--- src/rtl/page_queue_bank.sv ---
// Bank of independent show-ahead FIFOs, each carrying a data word plus an end-of-stream bit,
// with lookahead back-pressure and per-channel occupancy, end-token and sticky overflow status.
module page_queue_bank #(
  parameter  int unsigned NCH       = 8,
  parameter  int unsigned DW        = 16,
  parameter  int unsigned DEPTH     = 4,
  parameter  int unsigned LOOKAHEAD = 0,
  localparam int unsigned CW        = $clog2(DEPTH + 1)
) (
  input  logic              clock,
  input  logic              reset,
  input  logic [NCH*DW-1:0] qin_d,
  input  logic [NCH-1:0]    qin_e,
  input  logic [NCH-1:0]    qin_v,
  output logic [NCH-1:0]    qin_b,
  output logic [NCH*DW-1:0] qout_d,
  output logic [NCH-1:0]    qout_e,
  output logic [NCH-1:0]    qout_v,
  input  logic [NCH-1:0]    qout_b,
  output logic [NCH*CW-1:0] occ,
  output logic [NCH-1:0]    eos_pend,
  output logic [NCH-1:0]    ovf
);

  localparam int unsigned PW  = $clog2(DEPTH);
  localparam int unsigned THR = DEPTH - LOOKAHEAD;

  for (genvar g = 0; g < NCH; g++) begin : g_ch
    logic [DW:0]    r_mem [DEPTH];
    logic [PW-1:0]  r_wr_ptr;
    logic [PW-1:0]  r_rd_ptr;
    logic [CW-1:0]  r_count;
    logic [CW-1:0]  r_ecount;
    logic           r_ovf;
    logic           w_full;
    logic           w_wr;
    logic           w_rd;
    logic [DW:0]    w_head;
    logic [CW-1:0]  w_count_nxt;
    logic [CW-1:0]  w_ecount_nxt;

    // A full FIFO drops the write even when the head pops in the same cycle.
    assign w_full = (r_count == CW'(DEPTH));
    assign w_wr   = qin_v[g] & ~w_full;
    assign w_rd   = (r_count != '0) & ~qout_b[g];
    assign w_head = r_mem[r_rd_ptr];

    always_comb begin
      w_count_nxt  = r_count;
      w_ecount_nxt = r_ecount + CW'(w_wr & qin_e[g]) - CW'(w_rd & w_head[0]);
      case ({w_wr, w_rd})
        2'b10:   w_count_nxt = r_count + CW'(1);
        2'b01:   w_count_nxt = r_count - CW'(1);
        default: w_count_nxt = r_count;
      endcase
    end

    // Storage carries no reset; validity is tracked solely by the count.
    always_ff @(posedge clock) begin
      if (w_wr) begin
        r_mem[r_wr_ptr] <= {qin_d[g*DW +: DW], qin_e[g]};
      end
    end

    always_ff @(posedge clock or negedge reset) begin
      if (!reset) begin
        r_wr_ptr <= '0;
        r_rd_ptr <= '0;
        r_count  <= '0;
        r_ecount <= '0;
        r_ovf    <= 1'b0;
      end else begin
        if (w_wr) begin
          r_wr_ptr <= r_wr_ptr + PW'(1);
        end
        if (w_rd) begin
          r_rd_ptr <= r_rd_ptr + PW'(1);
        end
        if (qin_v[g] & w_full) begin
          r_ovf <= 1'b1;
        end
        r_count  <= w_count_nxt;
        r_ecount <= w_ecount_nxt;
      end
    end

    // Outputs decode registered state only; qin_b is also forced high during reset.
    assign qin_b[g]             = ~reset | (r_count >= CW'(THR));
    assign qout_v[g]            = (r_count != '0);
    assign qout_d[g*DW +: DW]   = w_head[DW:1];
    assign qout_e[g]            = w_head[0];
    assign occ[g*CW +: CW]      = r_count;
    assign eos_pend[g]          = (r_ecount != '0);
    assign ovf[g]               = r_ovf;
  end

endmodule

--- config.mk ---
export PLATFORM = sky130hd
export DESIGN_NAME = page_queue_bank
export DESIGN_NICKNAME = d
export VERILOG_FILES = /design/src/rtl/page_queue_bank.sv
export SDC_FILE = /design/constraint.sdc
export NUM_CORES = 1
export LEC_CHECK = 0
export BUFFER_PORTS_ARGS = -buffer_cell sky130_fd_sc_hd__buf_2
export CAP_MARGIN = 5
export CORE_MARGIN = 4
export CORE_UTILIZATION = 52
export CTS_CLUSTER_SIZE = 40
export DETAILED_ROUTE_END_ITERATION = 10
export GPL_TIMING_DRIVEN = 0
export PLACE_DENSITY = 0.76
export SYNTH_ARGS = -nofsm -noshare
export SYNTH_HDL_FRONTEND = slang
export SYNTH_SLANG_ARGS = --single-unit
--- constraint.sdc ---
create_clock -name clock -period 2.29 [get_ports clock]
set_clock_uncertainty 0.1 [all_clocks]
set_input_delay 0.229 -clock clock [delete_from_list [all_inputs] [get_ports clock]]
set_output_delay 0.229 -clock clock [all_outputs]
set_load 0.02 [all_outputs]
Yosys cells after proc, flatten, opt, wreduce, memory -nomap -nowiden
Memory sizes are Yosys's and may differ from the RTL's.
Cells that the tools add are included.
Word-level totals
  input port bits: 154
  bits in writable memories: 544
  register bits after elaboration: 88
  memories kept: 8
  logic and storage cells: 241
  output and inout port bits: 192
Memory list
  g_ch[0].r_mem: depth 4, bits a word 17, read ports 1, clocked after Yosys merged registers in 0, write ports 1, line 29  | logic [DW:0] r_mem [DEPTH];
  g_ch[1].r_mem: depth 4, bits a word 17, read ports 1, clocked after Yosys merged registers in 0, write ports 1, line 29
  g_ch[2].r_mem: depth 4, bits a word 17, read ports 1, clocked after Yosys merged registers in 0, write ports 1, line 29
  g_ch[3].r_mem: depth 4, bits a word 17, read ports 1, clocked after Yosys merged registers in 0, write ports 1, line 29
  g_ch[4].r_mem: depth 4, bits a word 17, read ports 1, clocked after Yosys merged registers in 0, write ports 1, line 29
  g_ch[5].r_mem: depth 4, bits a word 17, read ports 1, clocked after Yosys merged registers in 0, write ports 1, line 29
  2 more memories
Cells by class
  bitwise operators: 65
  magnitude comparators: 8
  equal/unequal tests: 24
  add/sub/neg operators: 48
  reduce and logical (&&, ||, !) cells: 24
  muxes and demuxes: 24
Operators with widths (count)
  $pmux 3 s2: 8
  $reduce_bool 3->1: 16
  $and 1x1->1: 40
  $add 2x1->2 const B: 16
  $add 3x1->3: 8
  $add 3x1->3 const B: 8
  $eq 3x3->1 const B: 8
  $ge 3x3->1 const B: 8
  $sub 3x1->3: 8
  $sub 3x1->3 const B: 8
  $not 1->1: 17
  $eq 2x1->1 const B: 8
  $eq 2x2->1 const B: 8
  $mux 1: 16
  $reduce_bool 2->1: 8
  $or 1x1->1: 8

Depth between registers and ports, before layout
Gate-level depths: netlist of the first run.
  depth after elaboration: 6
  mapped depth: 10

Worst setup path after synthesis of the first run
No wires, ideal clock.
  kind: reg-to-reg
  from: register g_ch[4].r_rd_ptr[0]
  to: register g_ch[4].r_ecount[2]
  stages on the path, launching flop included: 11
  arrival time: 2.354 ns
  path slack: -0.287 ns
  period minus slack after synthesis: 2.577 ns
  cells stage by stage: dfrtp_1 buf_6 mux4_2 and2_1 ha_1 inv_1 ha_1 inv_1 fa_1 xnor2_1 xnor2_1
Between the ends
  cells in the longest elaborated chain, start to end: 3
Ends and longest elaborated chain
  from (decl): line 31  | logic [PW-1:0] r_rd_ptr;
  from (signal assigned): line 77  | r_rd_ptr <= r_rd_ptr + PW'(1);
  $mem_v2 4x17
  via qout_e[4]: line 17  | output logic [NCH-1:0] qout_e,
  $and 1x1->1: line 50  | w_ecount_nxt = r_ecount + CW'(w_wr & qin_e[g]) - CW'(w_rd & w_head[0]);
  $sub 3x1->3: line 50
  via g_ch[4].w_ecount_nxt[2]: line 40  | logic [CW-1:0] w_ecount_nxt;
  to (signal assigned): line 83  | r_ecount <= w_ecount_nxt;
  to (decl): line 33  | logic [CW-1:0] r_ecount;
The timed path passes the listed nets, and every way through them passes these cells.
A chain may end at the register's enable or synchronous reset.

Worst setup path in the final report of the first run
  from: register g_ch[6].r_rd_ptr[0]
  to: register g_ch[6].r_ecount[2]
Between the ends
  cells in the longest elaborated chain, start to end: 3
Ends and longest elaborated chain (line)
  from (decl): 31
  from (signal assigned): 77
  $mem_v2 4x17
  $and 1x1->1: 50
  $sub 3x1->3: 50
  via g_ch[6].w_ecount_nxt[2]: 40
  to (signal assigned): 83
  to (decl): 33
The timed path passes the listed nets, and every way through them passes these cells.

==> results by group, run 1 <==
Synthesis
  – Synth area leader: edfxtp_1
  – Most used DFF post-synth: edfxtp_1
  – Mapped Cells: 1162
  – Netlist Area Pre-Place: 25300 um^2
  – Sequential-to-total area share from yosys stat: 73.4%
  – Synthesized area per cell: 21.7 um^2
  – Largest cells by area after synthesis: edfxtp_1 65%, mux4_1 13%, dfrtp_1 8.7%, ha_1 2.8%, xor2_1 1.3%
  – Synth top area share: 64.7%
  – Register bit count reported by yosys: 632
  – Top-count cell post-synth: edfxtp_1
  – Synth unique cells: 25
  – Async set-reset flop share out of synthesis: 13.9%
  – EDFF count, synth: 544
  – Synth cell count leaders: 544 x edfxtp_1, 128 x mux4_1, 88 x dfrtp_1
  – Syn_nets: 1388
  – Synth warnings: 0

Route
  – Via density: 5.38
  – Routed length per instance: 23.3 um
  – Post-route antenna net violation count: 0
  – # DRC: 0
  – Pre-antenna DRT Iters: 4
  – Total number of vias: 13177
  – Drt first-iter violations: 766
  – Final wirelength: 57000 um

STA
  – Period utilization: 105%
  – Fin crit period: 2.41 ns
  – Worst slew margin: 32.8%
  – RSZ-0062 raised after global routing: yes
  – Fmax: 415 MHz
  – Final Setup Violations: 56
  – Hold Fails Final Rpt: 0
  – Worst-Margin Slew: 1.01 ns
  – Slew Limit Fails: 0
  – PnR worst setup slack: -0.119 ns

Finish
  – Layout area overhead: 30.0%
  – Nets: 2001
  – Fill cell count: 2950
  – Fraction of layout cells with a size suffix above 1: 41.4%
  – FF/Latch Area: 18500 um^2
  – Final Non-Filler Cells: 2447
  – Fin util: 68.6%
  – Design area: 32800 um^2
  – Multi-input gate area: 5910 um^2

Status
  – Status: complete, but fails checks
  – Failing checks: negative setup slack

CTS
  – CTS buffer count: 61
  – Root buffer cell: clkbuf_16
  – Max clock buf depth: 3
  – Clock latency at the later pin of the worst-skew pair: 0.61 ns
  – H-tree depth: 2
  – Clock slew at reported path FFs: 0.06 ns
  – CTS tree: built
  – Clock sink total: 632

Placed design
  – I/O Buffers: 345
  – Dpl ws: -0.551 ns
  – Hpwl dp: 32400 um
  – GPL Wtd Cong: 0.749
  – Placed Area: 27800 um^2
  – Dpl cells: 2123

GRT
  – Largest net degree at the start of global routing: 57
  – GRT Residual Overflow: 0
  – Gr usage total: 21.7%
  – Vias in the first global route: 14623
  – Global-route wire length before repair: 87800 um
  – Antenna violations before repair: 8

Flow run
  – Max-cap violations: 0

Worst hold path
  – Tightest Hold Check Type: in -> async

Critical path
  – Crit path DAT: 2.80 ns
  – CP max FO: 3
  – Startpoint types: flop
  – Worst setup path class: reg -> reg
  – CP required: 2.68 ns
  – CP endpoint kind: flop

Floorplan
  – DIE WIDTH: 228 um
  – Core area: 47800 um^2
  – Initial Util: 52.8%
  – Die Area: 52200 um^2
  – Ports: 346
  – Chip Height: 228 um
  – Num rows: 80

Pwr
  – Max VDD drop: 0.000937 V
  – Leakage: 12.2 nW
  – PD cells: 1420 nW/um^2
-- path summary, 6_finish.rpt --
check | start | end | slack, ns | depth (start not counted)
worst max-delay path | g_ch[6].r_rd_ptr[0] | g_ch[6].r_ecount[2] | -0.12 | 10
worst min-delay path | reset | g_ch[5].r_ovf | 0.17 | 3
worst max register to register | g_ch[6].r_rd_ptr[0] | g_ch[6].r_ecount[2] | -0.12 | 10
worst min register to register | g_ch[6].r_ovf | g_ch[6].r_ovf | 0.37 | 1
max in group asynchronous | reset | g_ch[3].r_ovf | 1.42 | 4
min in group clock | qin_d[52] | g_ch[3].r_mem[0][5] | 0.26 | 2
-- per-stage QoR --
stage,power (mW),TNS (ns),hold WS [ns]
CTS,45.3,-6.33,0.136
detailed placement,31.6,-5.45,0.188
floorplan,26.7,-1.73,-0.167
finish,46.5,-2.33,0.169
global placement,31.1,-35.52,0.338
global route,48.8,-8.44,0.192
-- cell type report --
cell class / count / area share (%)
Clock buffer: 85 / 5.21
Antenna cell: 5 / 0.0381
Inverter: 80 / 0.923
Sequential cell: 632 / 56.5
Tap cell: 615 / 2.34
Buffer: 39 / 1.41
Multi-Input combinational cell: 410 / 18.0
Clock inverter: 30 / 0.797
Timing Repair Buffer: 551 / 14.8
-- report_power, final --
group          internal [mW]  total [mW]  switching (mW)
Sequential              15.6        17.0            1.37
Clock                   5.65        9.86            4.21
Combinational           9.66        19.6            9.98
Total                   30.9        46.5            15.6
-- flip-flops by register name, summed over array words and instances, names as in the netlist --
name / flops
g_ch.r_mem: 544
g_ch.r_count: 24
g_ch.r_ovf: 8
g_ch.r_wr_ptr: 16
g_ch.r_ecount: 24
g_ch.r_rd_ptr: 16
-- critical path: stages, from the launching register on --
cell and delay (ns):
dfrtp_1 0.38, buf_12 0.12, mux4_2 0.51, and2_4 0.16
ha_4 0.21, inv_4 0.05, ha_4 0.11, inv_2 0.03
fa_2 0.35, xnor2_2 0.15, xnor2_1 0.13
-- kinds of logic (layout without fill, tap and decap cells) --
kind of cell	count (synthesis)	after routing	share of synthesized area (%)
XOR/XNOR	64	64	2.22
AND/OR/NAND/NOR	106	106	2.29
multiplexers	150	150	14.6
buffers and inverters	120	785	2.74
AO/OA/AOI/OAI	18	18	0.674
adder cells (fa/ha/maj)	72	72	4.04
flip-flops	632	632	73.4
other	0	5	0
-- per-layer routing --
| metal | track usage (%) | vias up | share of wire [%] |
|---|---|---|---|
| met1 | 27.6 | 6810 | 39 |
| met4 | 7.21 | 6 | 3.2 |
| met5 | 0 | - | 0.053 |
| li1 | - | 5754 | - |
| met2 | 36.9 | 488 | 51 |
| met3 | 5.65 | 119 | 7.0 |
-- repair_timing --
item,4_1_cts,5_1_grt
hold buffers,154,0
gates cloned,6,3
endpoints found under the setup margin,178,398
buffers inserted,36,11
endpoints found under the hold margin,625,0
gates resized for setup,345,192
pin swaps,25,20
-- placed cells by master, fill, tap and decap left out, types with 22 or more instances in the layout --
| cell type | Yosys | layout |
|---|---|---|
| and2_1 | 40 | 22 |
| dfrtp_1 | 88 | 85 |
| buf_4 | 8 | 30 |
| buf_2 | 16 | 214 |
| ha_1 | 56 | 40 |
| xnor2_1 | 27 | 24 |
| xor2_1 | 37 | 37 |
| inv_1 | 80 | 67 |
| mux4_2 | 8 | 135 |
| dlygate4sd3_1 | 0 | 153 |
| edfxtp_1 | 544 | 544 |
| buf_6 | 8 | 151 |
| clkbuf_16 | 0 | 66 |
No activity file was read; power rests on OpenSTA's default activity.
==> run 2: changes to the inputs <==
--- a/config.mk
+++ b/config.mk
@@ -12,7 +12,7 @@
 export CTS_CLUSTER_SIZE = 40
 export DETAILED_ROUTE_END_ITERATION = 10
 export GPL_TIMING_DRIVEN = 0
-export PLACE_DENSITY = 0.76
+export PLACE_DENSITY = 0.73
 export SYNTH_ARGS = -nofsm -noshare
 export SYNTH_HDL_FRONTEND = slang
 export SYNTH_SLANG_ARGS = --single-unit
==> constraint.sdc (replaced) <==
create_clock -name clock -period 2.5 [get_ports clock]
set_clock_uncertainty 0.1 [all_clocks]
set_input_delay 0.25 -clock clock [delete_from_list [all_inputs] [get_ports clock]]
set_output_delay 0.25 -clock clock [all_outputs]
set_load 0.02 [all_outputs]
==> run 2 against run 1 <==
Effect of this change:
- flip-flop and latch count unchanged
- routed wire length fell by 11%
- combinational power decreased by 29%
- die area stayed put
- non-clock buffer count down 31
- critical path type unchanged
- sequential power fell by 10%
- the flow now finishes without violations
==> results by group, run 2 (synthesis results as in run 1) <==
Pwr
  – Pwr Total: 39.1 mW
  – Max VDD drop: 0.00109 V
  – PD cells: 1230 nW/um^2
  – Leakage: 12.3 nW

GRT
  – Largest net degree at the start of global routing: 62
  – Met1 global-route usage: 25.0%
  – Met2 GRT Util: 32.0%
  – Gr usage total: 19.4%
  – GR Util met3: 5.96%
  – GRT Residual Overflow: 0
  – Antenna violations before repair: 10
  – Global-route wire length before repair: 78700 um
  – Gr busiest metal: met2
  – Vias in the first global route: 13709

Critical path
  – CP endpoint kind: flop
  – Crit path max-delay family: adder cells
  – Slowest CP cell: mux4_2
  – Worst Path Buf+Inv: 3
  – CP required: 2.85 ns
  – FF-to-FF path depth: 10
  – Cell Chain, Critical Path: buf_8, mux4_2, and2_4, ha_4, inv_2, ha_4, inv_2, fa_2, xnor2_2, xnor2_1
  – Crit path DAT: 2.77 ns
  – Startpoint types: flop
  – Worst setup path class: reg -> reg
  – Crit path depth: 10
  – CP max FO: 3
  – CP max stage delay: 0.49 ns

STA
  – Slew Limit Fails: 0
  – Period utilization: 97.1%
  – Hold Fails Final Rpt: 0
  – Fin crit period: 2.43 ns
  – Worst-Margin Slew: 0.990 ns
  – RSZ-0062 raised after global routing: yes
  – Fmax: 412 MHz
  – Worst slew margin: 34.0%
  – Final Setup Violations: 0

Finish
  – Design area: 31900 um^2
  – Biggest regs: g_ch.r_mem x544, g_ch.r_count x24, g_ch.r_ecount x24
  – Nets: 1976
  – Final Non-Filler Cells: 2425
  – Layout area overhead: 26.2%
  – Fill cell count: 3066
  – Most flops, register: g_ch.r_mem
  – Most common cell after layout, fill and taps aside: edfxtp_1
  – Max FFs per register: 544
  – Fraction of layout cells with a size suffix above 1: 31.2%
  – Most frequent cells in the layout: 544 x edfxtp_1, 359 x buf_2, 153 x dlygate4sd3_1

Route
  – Final wirelength: 50500 um
  – Pre-antenna DRT Iters: 5
  – # DRC: 0
  – Drt first-iter violations: 708
  – Routed length per instance: 20.8 um
  – Post-route antenna net violation count: 0
  – Total number of vias: 12885
  – Via density: 5.31

Floorplan
  – Die Area: 52200 um^2
  – Num rows: 80
  – Ports: 346
  – Core area: 47800 um^2
  – DIE WIDTH: 228 um
  – Chip Height: 228 um
  – Initial Util: 52.8%

Placed design
  – Hpwl dp: 31400 um
  – I/O Buffers: 345
  – GPL Wtd Cong: 0.729
  – Placed Area: 27800 um^2
  – Dpl cells: 2123

CTS
  – Max clock buf depth: 3
  – CTS buffer count: 67
  – Root buffer cell: clkbuf_16
  – H-tree depth: 3
  – Clock slew at reported path FFs: 0.06 ns
  – CTS tree: built
  – Clock sink total: 632
  – Clock latency at the later pin of the worst-skew pair: 0.58 ns

Flow run
  – Max-cap violations: 0

Worst hold path
  – Tightest Hold Check Type: in -> async

Status
  – Status: complete, no violations
[run 2: stage by stage]
stage / utilization, % / hold WS (ns) / setup slack (ns) / TNS [ns]
after floorplan: - / -0.146 / -0.0267 / -0.0534
after global placement: 58.0 / 0.346 / -0.371 / -22.06
after detailed placement: 58.1 / 0.178 / -0.126 / -0.254
after CTS: 66.0 / 0.0844 / -0.00645 / -0.00645
after global routing: 66.6 / 0.0773 / -0.0126 / -0.0230
final: 66.6 / 0.0711 / 0.0721 / 0
[run 2: worst paths after layout]
kind | end | from | slack (ns)
max reg2reg | g_ch[6].r_ecount[2] | g_ch[6].r_rd_ptr[0] | 0.07
min reg2reg | g_ch[7].r_ovf | g_ch[7].r_ovf | 0.36
min | g_ch[2].r_ovf | reset | 0.07
min in group clock | g_ch[2].r_mem[3][3] | qin_d[34] | 0.33
max in group asynchronous | g_ch[4].r_ecount[2] | reset | 1.52
max | g_ch[6].r_ecount[2] | g_ch[6].r_rd_ptr[0] | 0.07
[run 2: area by class of cell]
class / instances / area [um^2] / share of cell area (%)
clock inverters: 28 / 268 / 0.841
flip-flops and latches: 632 / 18500 / 58.2
well taps: 615 / 769 / 2.42
multi-input cells: 410 / 6160 / 19.3
repair buffers: 520 / 3490 / 10.9
clock buffers: 94 / 1900 / 5.97
inverters: 80 / 300 / 0.943
diodes: 7 / 17.5 / 0.0550
plain buffers: 39 / 413 / 1.30
[run 2: worst register-to-register path, delay by kind of cell, from the launching register on]
kind                     cells  cell delay (ns)
XOR/XNOR                     2             0.29
AND/OR/NAND/NOR              1             0.16
multiplexers                 1             0.49
buffers and inverters        3             0.20
adder cells (fa/ha/maj)      3             0.71
flip-flops                   1             0.35
[run 2: repair_timing]
| item | in CTS | in global routing |
|---|---|---|
| endpoints found under the hold margin | 600 | 0 |
| resized for setup | 6 | 36 |
| hold buffers | 153 | 0 |
| setup endpoints to repair | 6 | 20 |
| pin swaps | 0 | 10 |
| buffers inserted | 10 | 11 |
[run 2: where the power goes]
group	total (mW)	leakage, nW	internal, mW	switching (mW)
logic	14.0	5.21	5.98	8.07
clock network	9.71	1.06	5.84	3.87
registers	15.3	5.99	14.3	1.06
total	39.1	12.3	26.1	13.0
[run 2: layer usage]
layer	vias to the layer above	wire length [um]	share of wire, %
met5	-	41	0.081
li1	5859	-	-
met1	6555	20700	41
met3	96	3300	6.5
met2	369	25000	49
met4	6	1530	3.0
